File: config.mk
export PLATFORM = sky130hd
export DESIGN_NAME = nes_joypad_flat
export DESIGN_NICKNAME = d
export VERILOG_FILES = /design/src/rtl/nes_joypad_pkg.sv /design/src/rtl/nes_joypad_if.sv /design/src/rtl/nes_key_decode.sv /design/src/rtl/nes_joypad.sv /design/src/flat_wrapper.sv
export SDC_FILE = /design/constraint.sdc
export NUM_CORES = 1
export LEC_CHECK = 0
export CAP_MARGIN = 20
export CORE_MARGIN = 2
export CORE_UTILIZATION = 30
export DETAILED_ROUTE_END_ITERATION = 16
export SLEW_MARGIN = 10
export SYNTH_ARGS = -nofsm -noshare
export SYNTH_HDL_FRONTEND = slang
export SYNTH_SLANG_ARGS = --single-unit
File: constraint.sdc
create_clock -name Clk -period 2.1 [get_ports Clk]
set_clock_uncertainty 0.2 [all_clocks]
set_input_delay 0.315 -clock Clk [delete_from_list [all_inputs] [get_ports Clk]]
set_output_delay 0.315 -clock Clk [all_outputs]
set_load 0.01 [all_outputs]
File: src/rtl/nes_joypad_pkg.sv
// Shared constants for the NES joypad bridge: button bit order, USB HID key map
// and CPU select encodings.
package nes_joypad_pkg;

  localparam int unsigned BTN_A      = 0;
  localparam int unsigned BTN_B      = 1;
  localparam int unsigned BTN_SELECT = 2;
  localparam int unsigned BTN_START  = 3;
  localparam int unsigned BTN_UP     = 4;
  localparam int unsigned BTN_DOWN   = 5;
  localparam int unsigned BTN_LEFT   = 6;
  localparam int unsigned BTN_RIGHT  = 7;

  localparam logic [7:0] KEY_K      = 8'h0E;
  localparam logic [7:0] KEY_J      = 8'h0D;
  localparam logic [7:0] KEY_TAB    = 8'h2B;
  localparam logic [7:0] KEY_ENTER  = 8'h28;
  localparam logic [7:0] KEY_W      = 8'h1A;
  localparam logic [7:0] KEY_S      = 8'h16;
  localparam logic [7:0] KEY_A      = 8'h04;
  localparam logic [7:0] KEY_D      = 8'h07;

  localparam logic [7:0] KEY_PERIOD = 8'h37;
  localparam logic [7:0] KEY_COMMA  = 8'h36;
  localparam logic [7:0] KEY_MINUS  = 8'h2D;
  localparam logic [7:0] KEY_EQUALS = 8'h2E;
  localparam logic [7:0] KEY_UP     = 8'h52;
  localparam logic [7:0] KEY_DOWN   = 8'h51;
  localparam logic [7:0] KEY_LEFT   = 8'h50;
  localparam logic [7:0] KEY_RIGHT  = 8'h4F;

  // Key tables: byte n holds the keycode for button bit n.
  localparam logic [63:0] PAD1_KEYS = {KEY_D, KEY_A, KEY_S, KEY_W,
                                       KEY_ENTER, KEY_TAB, KEY_J, KEY_K};
  localparam logic [63:0] PAD2_KEYS = {KEY_RIGHT, KEY_LEFT, KEY_DOWN, KEY_UP,
                                       KEY_EQUALS, KEY_MINUS, KEY_COMMA, KEY_PERIOD};

  localparam logic [7:0] OPEN_BUS_DEFAULT = 8'h40;

  typedef enum logic [1:0] {
    SEL_NONE = 2'b00,
    SEL_P1   = 2'b01,
    SEL_P2   = 2'b10,
    SEL_BAD  = 2'b11
  } joy_sel_e;

endpackage

File: src/rtl/nes_joypad_if.sv
// CPU-side register bus for the $4016/$4017 joypad ports.
interface nes_joypad_if;
  logic       cpu_ce;
  logic       cpu_we;
  logic [1:0] cpu_sel;
  logic [7:0] cpu_wdata;
  logic [7:0] cpu_rdata;

  modport master (output cpu_ce, output cpu_we, output cpu_sel, output cpu_wdata,
                  input  cpu_rdata);
  modport slave  (input  cpu_ce, input  cpu_we, input  cpu_sel, input  cpu_wdata,
                  output cpu_rdata);
endinterface

File: src/rtl/nes_key_decode.sv
// Maps four HID keycode slots onto one pad's 8 button bits, cancelling
// opposing directions.
module nes_key_decode
  import nes_joypad_pkg::*;
#(
  parameter logic [63:0] KEYS = PAD1_KEYS
) (
  input  logic [31:0] i_keycode,
  output logic [7:0]  o_pad
);

  logic [7:0] w_hit;

  always_comb begin
    w_hit = '0;
    for (int unsigned b = 0; b < 8; b++) begin
      for (int unsigned s = 0; s < 4; s++) begin
        if (i_keycode[s*8 +: 8] == KEYS[b*8 +: 8]) w_hit[b] = 1'b1;
      end
    end
  end

  always_comb begin
    o_pad = w_hit;
    if (w_hit[BTN_UP] && w_hit[BTN_DOWN]) begin
      o_pad[BTN_UP]   = 1'b0;
      o_pad[BTN_DOWN] = 1'b0;
    end
    if (w_hit[BTN_LEFT] && w_hit[BTN_RIGHT]) begin
      o_pad[BTN_LEFT]  = 1'b0;
      o_pad[BTN_RIGHT] = 1'b0;
    end
  end

endmodule

File: src/rtl/nes_joypad.sv
// Keyboard-to-NES joypad bridge: synchronises HID keycodes, decodes two pads
// and serves them through the $4016/$4017 strobe/shift protocol.
module nes_joypad
  import nes_joypad_pkg::*;
#(
  parameter int unsigned SYNC_STAGES = 2,
  parameter logic [7:0]  OPEN_BUS    = OPEN_BUS_DEFAULT
) (
  input  logic         Clk,
  input  logic         reset_n,
  input  logic [31:0]  keycode,
  nes_joypad_if.slave  bus,
  output logic [15:0]  btn_live
);

  logic [31:0] r_sync [SYNC_STAGES];
  logic [15:0] r_btn;
  logic        r_strobe;
  logic [7:0]  r_sh1;
  logic [7:0]  r_sh2;
  logic [7:0]  w_pad1;
  logic [7:0]  w_pad2;
  logic        w_rd;
  logic        w_wr;

  assign w_rd     = bus.cpu_ce && !bus.cpu_we;
  assign w_wr     = bus.cpu_ce &&  bus.cpu_we;
  assign btn_live = r_btn;

  nes_key_decode #(.KEYS(PAD1_KEYS)) u_dec_p1 (
    .i_keycode (r_sync[SYNC_STAGES-1]),
    .o_pad     (w_pad1)
  );

  nes_key_decode #(.KEYS(PAD2_KEYS)) u_dec_p2 (
    .i_keycode (r_sync[SYNC_STAGES-1]),
    .o_pad     (w_pad2)
  );

  always_ff @(posedge Clk or negedge reset_n) begin
    if (!reset_n) begin
      for (int unsigned i = 0; i < SYNC_STAGES; i++) r_sync[i] <= '0;
      r_btn <= '0;
    end else begin
      r_sync[0] <= keycode;
      for (int unsigned i = 1; i < SYNC_STAGES; i++) r_sync[i] <= r_sync[i-1];
      r_btn <= {w_pad2, w_pad1};
    end
  end

  // Reload uses the strobe value before this edge, so the 1->0 write still
  // captures the current btn_live.
  always_ff @(posedge Clk or negedge reset_n) begin
    if (!reset_n) begin
      r_strobe <= 1'b0;
      r_sh1    <= '0;
      r_sh2    <= '0;
    end else begin
      if (w_wr && bus.cpu_sel == SEL_P1) r_strobe <= bus.cpu_wdata[0];
      if (r_strobe) begin
        r_sh1 <= r_btn[7:0];
        r_sh2 <= r_btn[15:8];
      end else if (w_rd) begin
        if (bus.cpu_sel == SEL_P1) r_sh1 <= {1'b1, r_sh1[7:1]};
        if (bus.cpu_sel == SEL_P2) r_sh2 <= {1'b1, r_sh2[7:1]};
      end
    end
  end

  always_comb begin
    bus.cpu_rdata = '0;
    if (w_rd) begin
      case (bus.cpu_sel)
        SEL_P1:  bus.cpu_rdata = OPEN_BUS | {7'b0, r_sh1[0]};
        SEL_P2:  bus.cpu_rdata = OPEN_BUS | {7'b0, r_sh2[0]};
        default: bus.cpu_rdata = '0;
      endcase
    end
  end

endmodule

File: src/flat_wrapper.sv
// flat-port wrapper written by rule: the top's interface ports become plain ports
module nes_joypad_flat import nes_joypad_pkg::*;
#(
  parameter int unsigned SYNC_STAGES = 2,
  parameter logic [7:0]  OPEN_BUS    = OPEN_BUS_DEFAULT
)
  (Clk, reset_n, keycode, btn_live, bus_cpu_ce, bus_cpu_we, bus_cpu_sel, bus_cpu_wdata, bus_cpu_rdata);
  nes_joypad_if bus_i ();
  input  logic Clk;
  input  logic reset_n;
  input  logic [31:0] keycode;
  output logic [15:0] btn_live;
  input wire logic [$bits(bus_i.cpu_ce)-1:0] bus_cpu_ce;
  input wire logic [$bits(bus_i.cpu_we)-1:0] bus_cpu_we;
  input wire logic [$bits(bus_i.cpu_sel)-1:0] bus_cpu_sel;
  input wire logic [$bits(bus_i.cpu_wdata)-1:0] bus_cpu_wdata;
  output wire logic [$bits(bus_i.cpu_rdata)-1:0] bus_cpu_rdata;
  assign bus_i.cpu_ce = bus_cpu_ce;
  assign bus_i.cpu_we = bus_cpu_we;
  assign bus_i.cpu_sel = bus_cpu_sel;
  assign bus_i.cpu_wdata = bus_cpu_wdata;
  assign bus_cpu_rdata = bus_i.cpu_rdata;
  nes_joypad #(.SYNC_STAGES(SYNC_STAGES), .OPEN_BUS(OPEN_BUS)) u_core (.Clk(Clk), .reset_n(reset_n), .keycode(keycode), .bus(bus_i), .btn_live(btn_live));
endmodule
======== Word-level counts from Yosys, hierarchy flattened ========
Cells that the tools add are included.
word-level totals
  register bits ........................... 97
  input port bits ......................... 46
  output and inout bits ................... 24
  logic and storage cells ................. 161
operators by class
  eq/ne operators ......................... 66
  mux-type cells .......................... 76
  reductions and logical operators ........ 13
operator list
  cell                count
  $eq 8x6->1 const B  24
  $eq 8x7->1 const B  16
  $eq 8x3->1 const B  8
  $eq 8x4->1 const B  8
  $eq 8x5->1 const B  8
  $mux 1              64
  $mux 8              6
  $pmux 7 s2          1
  $mux 2              4
  $logic_and 1x1->1   7
  $mux 7              1
  $reduce_bool 2->1   3
  $reduce_and 2->1    2
  $eq 2x1->1 const B  1
  $eq 2x2->1 const B  1
  $logic_not 1->1     1

======== Longest topological paths before layout ========
Gate-level depths: netlist of run 1.
  word-level depth ........................ 7
  depth in mapped cells ................... 6
  mapped depth without buffers ............ 5

======== Cells and area by module ========
From an unflattened synthesis of run 1, not the netlist that was laid out.
second synthesis, totals
  cells, all modules ...................... 349
  area, all modules ....................... 4111.4 µm²
modules (own cells, without submodules)
  module                             times used  cells an instance  area an instance (µm²)  sequential area each (µm²)
  nes_joypad                         1           185                2981.6                  2427.3
  nes_key_decode at u_core.u_dec_p2  1           80                 576.8                   0.0
  nes_key_decode at u_core.u_dec_p1  1           84                 553.0                   0.0

======== Worst setup path before layout of run 1 ========
OpenSTA, ideal clock, no wires.
  kind .................................... flip-flop to flip-flop
  start ................................... register u_core.r_sync[21] (netlist name)
  end ..................................... register u_core.r_btn[6] (netlist: u_core.btn_live[6])
  library setup time ...................... 0.119 ns
  arrival time ............................ 1.475 ns
  slack ................................... 0.306 ns
  stages on the path, launching flop included .. 5
  buffers on the path ..................... 0
  clock period less this slack ............ 1.794 ns
  cell sequence ........................... dfrtp_1 > or4_4 > nor4b_4 > a211oi_1 > and2_1
on the way
  longest elaborated chain between the ends .. 5
  elaborated cells on any way between the ends .. 8
  those cells by class .................... 2 x eq/ne; 5 x mux; 1 x reduce/logical
RTL lines
  item                          line                  RTL
  from (decl)                   nes_joypad.sv:16      logic [31:0] r_sync [SYNC_STAGES];
  $eq 8x3->1                    nes_key_decode.sv:18  if (i_keycode[s*8 +: 8] == KEYS[b*8 +: 8]) w_hit[b] = 1'b1;
  $mux 1 (2 in a row)           nes_key_decode.sv:18
  $logic_and 1x1->1             nes_key_decode.sv:29  if (w_hit[BTN_LEFT] && w_hit[BTN_RIGHT]) begin
  $mux 2 (*)                    nes_key_decode.sv:29
  net u_core.u_dec_p1.o_pad[6]  nes_key_decode.sv:9   output logic [7:0] o_pad
  to (signal assigned)          nes_joypad.sv:47      r_btn <= {w_pad2, w_pad1};
  to (decl)                     nes_joypad.sv:17      logic [15:0] r_btn;
Mark *: on every way through the listed nets, which the timed path passes. The rest lies on a longest branch.
A chain may end at the register's enable or synchronous reset.

======== Final worst setup path of run 1 ========
  start ................................... input port bus_cpu_sel[0]
  end ..................................... output port bus_cpu_rdata[6]
on the way
  longest elaborated chain between the ends .. 3
  elaborated cells on any way between the ends .. 4
  those cells by class .................... 2 x eq/ne; 2 x mux
RTL lines
  item                                      line                RTL
  from (decl)                               flat_wrapper.sv:15  input wire logic [$bits(bus_i.cpu_sel)-1:0] bus_cpu_sel;
  $eq 2x2->1 or $eq 2x1->1 (tied branches)  nes_joypad.sv:73    case (bus.cpu_sel)
  $pmux 7 s2 (*)                            nes_joypad.sv:73
  $mux 7 (*)                                nes_joypad.sv:72    if (w_rd) begin
  to (decl)                                 flat_wrapper.sv:17  output wire logic [$bits(bus_i.cpu_rdata)-1:0] bus_cpu_rdata;
Mark *: on every way between the ends. The rest lies on a longest branch, timed or not.

==> results.cfg, run 1 <==
[detailed_routing]
wire_per_inst_um = 15.1
drt_first_pass_iters = 4
ant_nets = 0
drt_iter0_drc = 134
vias = 2795
drc = 0
viasPerCell = 4.79
routed_wl_um = 8780

[logic_synthesis]
synth_flop_cell = dfrtp_1
synthCells = 328
synth_area_leaders = dfrtp_1 61%, mux2i_1 3.5%, nand3_1 2.5%
async_reset_ff_frac = 1.00
yosys_warnings = 0
synth_top_area_frac = 0.614
ys_seq_area_frac = 0.614
syn_avg_cell_area_um2 = 12.1
synth_edf_count = 0
ys_seq_elements = 97
synth.distinct_cells = 54
yosys.area.top_type = dfrtp_1
syn_area_um2 = 3950

[power]
p_total_mw = 4.03
p_switching_uw = 957
cellLeakagePower_nw = 2.14
internal_power_mw = 3.07
p_seq_frac = 0.528
ir_drop_mv = 0.313
p_comb_frac = 0.111
cellPowerDensity_nw_per_um2 = 790
swShare = 0.238
power_frac_clock = 0.361

[worst_setup_path]
cp.required_ps = 1580
crit_path_start_kind = input pin
worstPathCellList = clkdlybuf4s50_1 > inv_1 > ha_1 > nor2_1 > clkdlybuf4s15_1
crit_slowest_cell = clkdlybuf4s50_1
slowest_delay_ps = 480
crit_path_max_fanout = 2
end_kind = primary output
arrival_ps = 1490
crit_type = in2out

[timing]
fin_crit_ps = 2010
setup_ws_ps = 92.3
slew_headroom = 0.617
rsz0062_at_grt = no
tightest_slew_ps = 567
fin_crit_sh = 0.956
final_hold_viol_count = 0
setup_violations = 0
slew_viol_final = 0
max_freq_mhz = 498

[clocking]
clock_latency_ps = 340
h-tree-depth = 3
cts_buffers = 9
tritoncts = done
clk_pin_slew_ps = 60
clock_path_buffers = 2
postCtsSetupBuffers = 0
cts_sinks = 97
cts-root-buf = clkbuf_16

[floorplanning]
num_io_pins = 70
die_w_um = 119
die-area_um2 = 14100
initial_core_util = 0.311
core_um2 = 12700
die_h_um = 119
rows = 41

[cells_and_area]
drive_gt1_frac = 0.122
num_antenna_cells = 0
nets = 455
areaGrowthSynthToFinish_pct = 28.9
layout.cells.non_filler = 583
nFillCells = 1256

[global_routing]
use_met1 = 0.166
overflow = 0
grt_most_used_layer = met2
grt_max_degree = 98
use_met2 = 0.206
grt_use_total = 0.129
met3_usage = 0.0367
grt_pass1_vias = 2795
grt_pass1_wl_um = 14100
antenna_found_initial = 0

[placement]
dp.cells = 567
io_buffers = 56
place_ws_ps = -301
routabilityCongestion = 0.883
dpl.hpwl_um = 6650

[run_status]
status = finished clean

[flow_run]
drv_cap = 0

[hold_path]
hp-class = reg2reg
cell type report:
class                      instances  area, µm²  share of cell area
clock buffer                      12        246              0.0484
clock inverter                     3       17.5             0.00344
inverter                           4       15.0             0.00295
multi-input combinational        217       1440               0.283
sequential                        97       2430               0.476
tap                              172        215              0.0422
timing repair buffer              78        733               0.144
per-layer routing:
metal  wire length [µm]  part of all wire  vias to the layer above
li1                   -                 -                     1358
met1               4000              0.46                     1348
met2               4260              0.49                       79
met3                370             0.042                       10
met4                148             0.017                        0
met5                  0                 0                        -
registers in the layout, summed over array words and instances, names as in the netlist:
register         cells
u_core.btn_live     16
u_core.r_sync       64
u_core.r_sh1         8
u_core.r_sh2         8
u_core.r_strobe      1
cell families (layout without fill, tap and decap cells):
group / count (synthesis) / after routing / synth area share
AO/OA/AOI/OAI: 45 / 45 / 0.0756
adder cells (fa/ha/maj): 2 / 2 / 0.00633
buffers and inverters: 19 / 97 / 0.0266
flip-flops: 97 / 97 / 0.614
multiplexers: 15 / 15 / 0.0383
other: 1 / 6 / 0.000948
AND/OR/NAND/NOR: 149 / 149 / 0.238
Yosys cell counts (3+ instances only):
cell and count:
buf_2 3, a21oi_1 8, nor3b_1 7, mux2i_1 14
and4_1 4, nand2b_1 7, nand4_1 13, nor4_1 4
nor3_1 8, nand4b_1 5, clkbuf_1 5, nor2b_1 15
nor2_1 12, nand3_1 20, o21ai_0 14, buf_4 6
and2_1 3, nor4bb_1 3, nand3b_1 4, nor4b_1 4
a211oi_1 3, dfrtp_1 97, inv_1 4, nand2_1 23
power groups by stage:
stage	logic [mW]	registers [mW]	clock network, mW
finish	0.446	2.13	1.45
global route	0.505	2.14	1.59
CTS	0.455	2.13	1.51
detailed placement	0.452	2.16	0
global placement	0.444	2.15	0
floorplan	0.261	2.13	0
stage by stage:
stage | hold WS (ps) | instance area [µm²] | util | setup TNS, ps
after CTS | 148 | 5100 | 0.401 | 0
after floorplan | -181 | 3970 | - | 0
after global routing | 150 | 5090 | 0.400 | 0
after global placement | 133 | 4830 | 0.379 | -452
after detailed placement | 135 | 4830 | 0.379 | -505
final | 145 | 5090 | 0.400 | 0
path summary, 6_finish.rpt:
kind | startpoint | end | slack [ps] | cells past startpoint
worst max-delay path | bus_cpu_sel[0] | bus_cpu_rdata[6] | 90 | 5
worst min-delay path | u_core.r_sync[51] | u_core.r_sync[19] | 140 | 0
worst max register to register | u_core.r_sync[29] | u_core.btn_live[6] | 130 | 4
worst min register to register | u_core.r_sync[51] | u_core.r_sync[19] | 140 | 0
max in group asynchronous | reset_n | u_core.r_sh2[2] | 970 | 3
min in group asynchronous | reset_n | u_core.r_sync[55] | 370 | 3
timing repair:
| action | 4_1_cts | 5_1_grt |
|---|---|---|
| hold buffers | 1 | 0 |
| hold endpoints to repair | 97 | 0 |
| endpoints found under the setup margin | 2 | 2 |
| resized for setup | 4 | 2 |
| gates cloned | 0 | 0 |
cells in the final DEF (no fill, tap or decap), types with 3 or more instances in the layout:
cell type / Yosys / routed
dfrtp_1: 97 / 97
clkdlybuf4s50_1: 0 / 53
nand2_1: 23 / 23
buf_4: 6 / 21
nand3_1: 20 / 20
nor2b_1: 15 / 15
mux2i_1: 14 / 14
o21ai_0: 14 / 14
nand4_1: 13 / 13
nor2_1: 12 / 12
clkbuf_16: 0 / 9
nor3_1: 8 / 8
a21oi_1: 8 / 8
nor3b_1: 7 / 7
nand2b_1: 7 / 7
conb_1: 1 / 6
nand4b_1: 5 / 5
nor4_1: 4 / 4
nand3b_1: 4 / 4
nor4b_1: 4 / 4
and4_1: 4 / 4
inv_1: 4 / 4
nor4bb_1: 3 / 3
a211oi_1: 3 / 3
and2_1: 3 / 3
critical path, delay by kind of cell:
kind                       cells  cell delay [ps]
buffers and inverters          3              770
and+or+nand+nor                1              110
adders and majority gates      1              300
(Power assumes the default switching activity.)
==> run 2: changes to the inputs <==
--- a/config.mk
+++ b/config.mk
@@ -9,6 +9,7 @@
 export CORE_MARGIN = 2
 export CORE_UTILIZATION = 30
 export DETAILED_ROUTE_END_ITERATION = 16
+export SETUP_SLACK_MARGIN = 0.02
 export SLEW_MARGIN = 10
 export SYNTH_ARGS = -nofsm -noshare
 export SYNTH_HDL_FRONTEND = slang
==> run 2 against run 1 <==
Die area did not move. Non-clock buffer count did not move. Via count unchanged. Cell count did not move. Critical path type unchanged.
==> results.cfg, run 2 (synthesis results as in run 1) <==
[power]
p_switching_uw = 957
cellPowerDensity_nw_per_um2 = 791
swShare = 0.238
internal_power_mw = 3.07
cellLeakagePower_nw = 2.14
p_comb_frac = 0.111
power_frac_clock = 0.361
p_seq_frac = 0.528
ir_drop_mv = 0.313
p_total_mw = 4.02

[worst_setup_path]
worstPathCellList = clkdlybuf4s50_1 > inv_1 > ha_1 > nor3_1 > buf_2
end_kind = primary output
cp.required_ps = 1580
reg2reg_slack_ps = 130
r2r.worst_path.cells = 4
rr_endpoint = u_core.btn_live[6]
crit_slowest_cell = clkdlybuf4s50_1
slowest_delay_ps = 480
crit_path_max_fanout = 2
crit_type = in2out
arrival_ps = 1480
r2r_start = u_core.r_sync[29]
crit_path_start_kind = input pin

[detailed_routing]
routed_wl_um = 8780
drt_first_pass_iters = 4
viasPerCell = 4.79
wire_per_inst_um = 15.1
vias = 2795
ant_nets = 0
drt_iter0_drc = 134
drc = 0

[run_status]
status = finished clean

[hold_path]
hold_end = u_core.r_sync[19]
hold_path.startpoint = u_core.r_sync[51]
holdPathStages = 0
hp-class = reg2reg

[placement]
dpl.hpwl_um = 6650
dp.cells = 567
io_buffers = 56
routabilityCongestion = 0.883

[timing]
fin_crit_sh = 0.949
setup_violations = 0
slew_headroom = 0.613
tightest_slew_ps = 573
max_freq_mhz = 502
rsz0062_at_grt = no
final_hold_viol_count = 0
slew_viol_final = 0
fin_crit_ps = 1990

[cells_and_area]
nFillCells = 1257
regMostFlops = u_core.r_sync
layout.cells.non_filler = 583
multiInputGateArea_um2 = 1440
drive_gt1_frac = 0.124
layout_common_cells = 97 x dfrtp_1, 53 x clkdlybuf4s50_1, 23 x nand2_1, 21 x buf_4, 20 x nand3_1
ff_latch_area_um2 = 2430
nets = 455
largest_register_ffs = 64
areaGrowthSynthToFinish_pct = 28.7
num_antenna_cells = 0
fin_util = 0.400
final_common_cell = dfrtp_1

[floorplanning]
die-area_um2 = 14100
core_um2 = 12700
num_io_pins = 70
die_h_um = 119
rows = 41
initial_core_util = 0.311
die_w_um = 119

[global_routing]
overflow = 0
grt_pass1_vias = 2795
grt_use_total = 0.129
grt_max_degree = 98
antenna_found_initial = 0
grt_pass1_wl_um = 14100

[clocking]
clk_pin_slew_ps = 60
postCtsSetupBuffers = 0
clock_path_buffers = 2
cts_sinks = 97
cts_buffers = 9
tritoncts = done
cts-root-buf = clkbuf_16
clock_latency_ps = 340
h-tree-depth = 3

[flow_run]
drv_cap = 0
run 2: critical path, delay by kind of cell:
| kind | cells | cell delay (ps) |
|---|---|---|
| AND/OR/NAND/NOR | 1 | 180 |
| buffers and inverters | 3 | 680 |
| adder cells (fa/ha/maj) | 1 | 300 |
run 2: worst max-delay path by stage:
stage	cells past startpoint	from	end	slack [ps]
CTS	5	bus_cpu_sel[0]	bus_cpu_rdata[6]	60
detailed placement	5	bus_cpu_sel[0]	bus_cpu_rdata[0]	-300
global placement	5	bus_cpu_sel[0]	bus_cpu_rdata[0]	-280
finish	5	bus_cpu_sel[0]	bus_cpu_rdata[0]	110
global route	4	u_core.r_sync[29]	u_core.btn_live[7]	40
floorplan	4	u_core.r_sync[21]	u_core.btn_live[6]	310
run 2: metrics by stage:
| stage | TNS (ps) | cell area [µm²] | hold WS (ps) | worst slack [ps] |
|---|---|---|---|---|
| floorplan | 0 | 3970 | -181 | 306 |
| global placement | -452 | 4830 | 133 | -277 |
| detailed placement | -505 | 4830 | 135 | -301 |
| CTS | 0 | 5090 | 148 | 58.5 |
| global route | 0 | 5090 | 150 | 43.0 |
| finish | 0 | 5090 | 145 | 107 |
run 2: power by group through the flow:
stage	Sequential, mW	Combinational, mW	Clock (mW)
final	2.13	0.446	1.45
after global routing	2.14	0.505	1.59
after CTS	2.13	0.455	1.51
after global placement	2.15	0.444	0
after detailed placement	2.16	0.452	0
after floorplan	2.13	0.261	0
run 2: repair_timing:
item / 4_1_cts / 5_1_grt
setup endpoints to repair: 2 / 1
hold buffers: 1 / 0
resized for setup: 5 / 2
hold endpoints to repair: 97 / 0
run 2: final cells by class:
type | count | area share
Sequential cell | 97 | 0.477
Multi-Input combinational cell | 217 | 0.283
Timing Repair Buffer | 78 | 0.143
Clock buffer | 12 | 0.0484
Tap cell | 172 | 0.0423
Clock inverter | 3 | 0.00344
Inverter | 4 | 0.00295
run 2: metal layers:
layer	part of all wire	GRT usage	vias up
met1	0.46	0.166	1348
met3	0.042	0.0367	10
met4	0.017	0.0528	0
li1	-	-	1358
met5	0	0	-
met2	0.49	0.206	79
==> run 3: changes to the inputs <==
--- a/config.mk
+++ b/config.mk
@@ -6,7 +6,6 @@
 export NUM_CORES = 1
 export LEC_CHECK = 0
 export CAP_MARGIN = 20
-export CORE_MARGIN = 2
 export CORE_UTILIZATION = 30
 export DETAILED_ROUTE_END_ITERATION = 16
 export SETUP_SLACK_MARGIN = 0.02
==> run 3 against run 2 <==
Die area down 3.3%. Clock power up 9.7%. Count of clock-buffer cells in the layout up 2. Combinational power up 0.9%. Critical path depth unchanged. Core utilization up 0.39 points. Sequential share of layout area down 0.46 points. Global-route usage up 0.90 points. Cell count up 0.69%.
==> results.cfg, run 3 (synthesis results as in run 1) <==
[run_status]
status = finished clean

[cells_and_area]
ff_latch_area_um2 = 2430
final_common_cell = dfrtp_1
nFillCells = 1246
largest_register_ffs = 64
num_antenna_cells = 0
layout.cells.non_filler = 587
areaGrowthSynthToFinish_pct = 30.0
nets = 458
layout_common_cells = 97 x dfrtp_1, 53 x clkdlybuf4s50_1, 24 x buf_4, 23 x nand2_1, 20 x nand3_1
fin_util = 0.404
drive_gt1_frac = 0.128
regMostFlops = u_core.r_sync
multiInputGateArea_um2 = 1440

[placement]
io_buffers = 56
routabilityCongestion = 0.892
dp.cells = 570
place_ws_ps = -318
dpl.hpwl_um = 6660

[worst_setup_path]
end_kind = primary output
arrival_ps = 1490
critical_path_buf_inv_count = 3
cp.required_ps = 1580
rr_endpoint = u_core.btn_live[6]
crit_slowest_cell = clkdlybuf4s50_1
crit_path_max_fanout = 2
slowest_delay_ps = 480
reg2reg_slack_ps = 190
crit_type = in2out
worstPathCellList = clkdlybuf4s50_1 > inv_1 > ha_1 > nor3_1 > buf_2
crit_cells = 5
crit_path_start_kind = input pin
cp_top_family = buffers and inverters
r2r.worst_path.cells = 4
r2r_start = u_core.r_sync[21]

[timing]
rsz0062_at_grt = no
slew_viol_final = 0
setup_violations = 0
whs_ps = 147
final_hold_viol_count = 0
fin_crit_sh = 0.953
slew_headroom = 0.643
tightest_slew_ps = 528
fin_setup_tns_ps = 0
fin_crit_ps = 2000
max_freq_mhz = 500
setup_ws_ps = 99.5

[detailed_routing]
ant_nets = 0
vias = 2794
drc = 0
routed_wl_um = 8700
drt_iter0_drc = 143
drt_first_pass_iters = 4
wire_per_inst_um = 14.8
viasPerCell = 4.76

[floorplanning]
die_h_um = 117
initial_core_util = 0.311
die_w_um = 117
core_um2 = 12700
rows = 41
die-area_um2 = 13600
num_io_pins = 70

[power]
swShare = 0.230
internal_power_mw = 3.20
cellLeakagePower_nw = 2.16
p_switching_uw = 959
ir_drop_mv = 0.342
p_comb_frac = 0.108
power_frac_clock = 0.382
cellPowerDensity_nw_per_um2 = 810
p_seq_frac = 0.510

[global_routing]
overflow = 0
grt_pass1_vias = 2775
grt_use_total = 0.138
grt_max_degree = 98
grt_pass1_wl_um = 13800
antenna_found_initial = 0

[flow_run]
drv_cap = 0

[hold_path]
holdPathStages = 0
hold_end = u_core.r_sync[26]
hold_path.startpoint = u_core.r_sync[58]
hp-class = reg2reg

[clocking]
h-tree-depth = 3
clock_latency_ps = 340
cts_sinks = 97
tritoncts = done
clock_path_buffers = 2
postCtsSetupBuffers = 0
cts_buffers = 9
clk_pin_slew_ps = 60
cts-root-buf = clkbuf_16
[run 3: cell types whose count changed in the layout (fill, tap and decap cells not counted), sizes merged]
| cell | change |
|---|---|
| buf | +3 |
| clkbuf | +2 |
| clkinv | -2 |
| bufinv | +1 |
[run 3: what timing repair did]
| item | 4_1_cts | 5_1_grt |
|---|---|---|
| endpoints found under the setup margin | 2 | 1 |
| endpoints found under the hold margin | 97 | 0 |
| gates cloned | 0 | 0 |
| hold buffers | 1 | 0 |
| gates resized for setup | 5 | 2 |
[run 3: power groups by stage]
| stage | Sequential, mW | Clock [mW] | Combinational, mW |
|---|---|---|---|
| 4_1_cts | 2.12 | 1.65 | 0.458 |
| 2_1_floorplan | 2.13 | 0 | 0.261 |
| 6_report | 2.12 | 1.59 | 0.450 |
| 5_1_grt | 2.15 | 1.74 | 0.506 |
| 3_5_place_dp | 2.16 | 0 | 0.457 |
| 3_3_place_gp | 2.15 | 0 | 0.449 |
[run 3: metal layers]
| layer | vias up | track usage | wire length [µm] |
|---|---|---|---|
| met5 | - | 0 | 0 |
| met2 | 61 | 0.232 | 4250 |
| met4 | 0 | 0.0506 | 103 |
| met3 | 8 | 0.0314 | 317 |
| li1 | 1361 | - | - |
| met1 | 1364 | 0.176 | 4020 |
[run 3: worst max-delay path by stage]
stage / from / end / slack (ps)
after floorplan: u_core.r_sync[21] / u_core.btn_live[6] / 310
after global placement: bus_cpu_sel[0] / bus_cpu_rdata[0] / -280
after detailed placement: bus_cpu_sel[0] / bus_cpu_rdata[0] / -320
after CTS: bus_cpu_sel[0] / bus_cpu_rdata[6] / 80
after global routing: bus_cpu_sel[0] / bus_cpu_rdata[0] / 50
final: bus_cpu_sel[0] / bus_cpu_rdata[0] / 100
[run 3: layout make-up]
cell class | instances | area share
clock inverter | 2 | 0.00730
timing repair buffer | 81 | 0.146
inverter | 4 | 0.00292
tap | 172 | 0.0419
multi-input combinational | 217 | 0.280
sequential | 97 | 0.472
clock buffer | 14 | 0.0494
[run 3: stage by stage]
step                      power [mW]  instance area (µm²)
after floorplan                 2.39                 3970
after global placement          2.60                 4850
after detailed placement        2.62                 4850
after CTS                       4.23                 5140
after global routing            4.39                 5140
final                           4.16                 5140
[run 3: worst register-to-register path, stage by stage, from the launching register on]
cell and delay, ps:
dfrtp_1 430, or4_4 600, nor4b_4 330, a211oi_1 80, and2_1 160
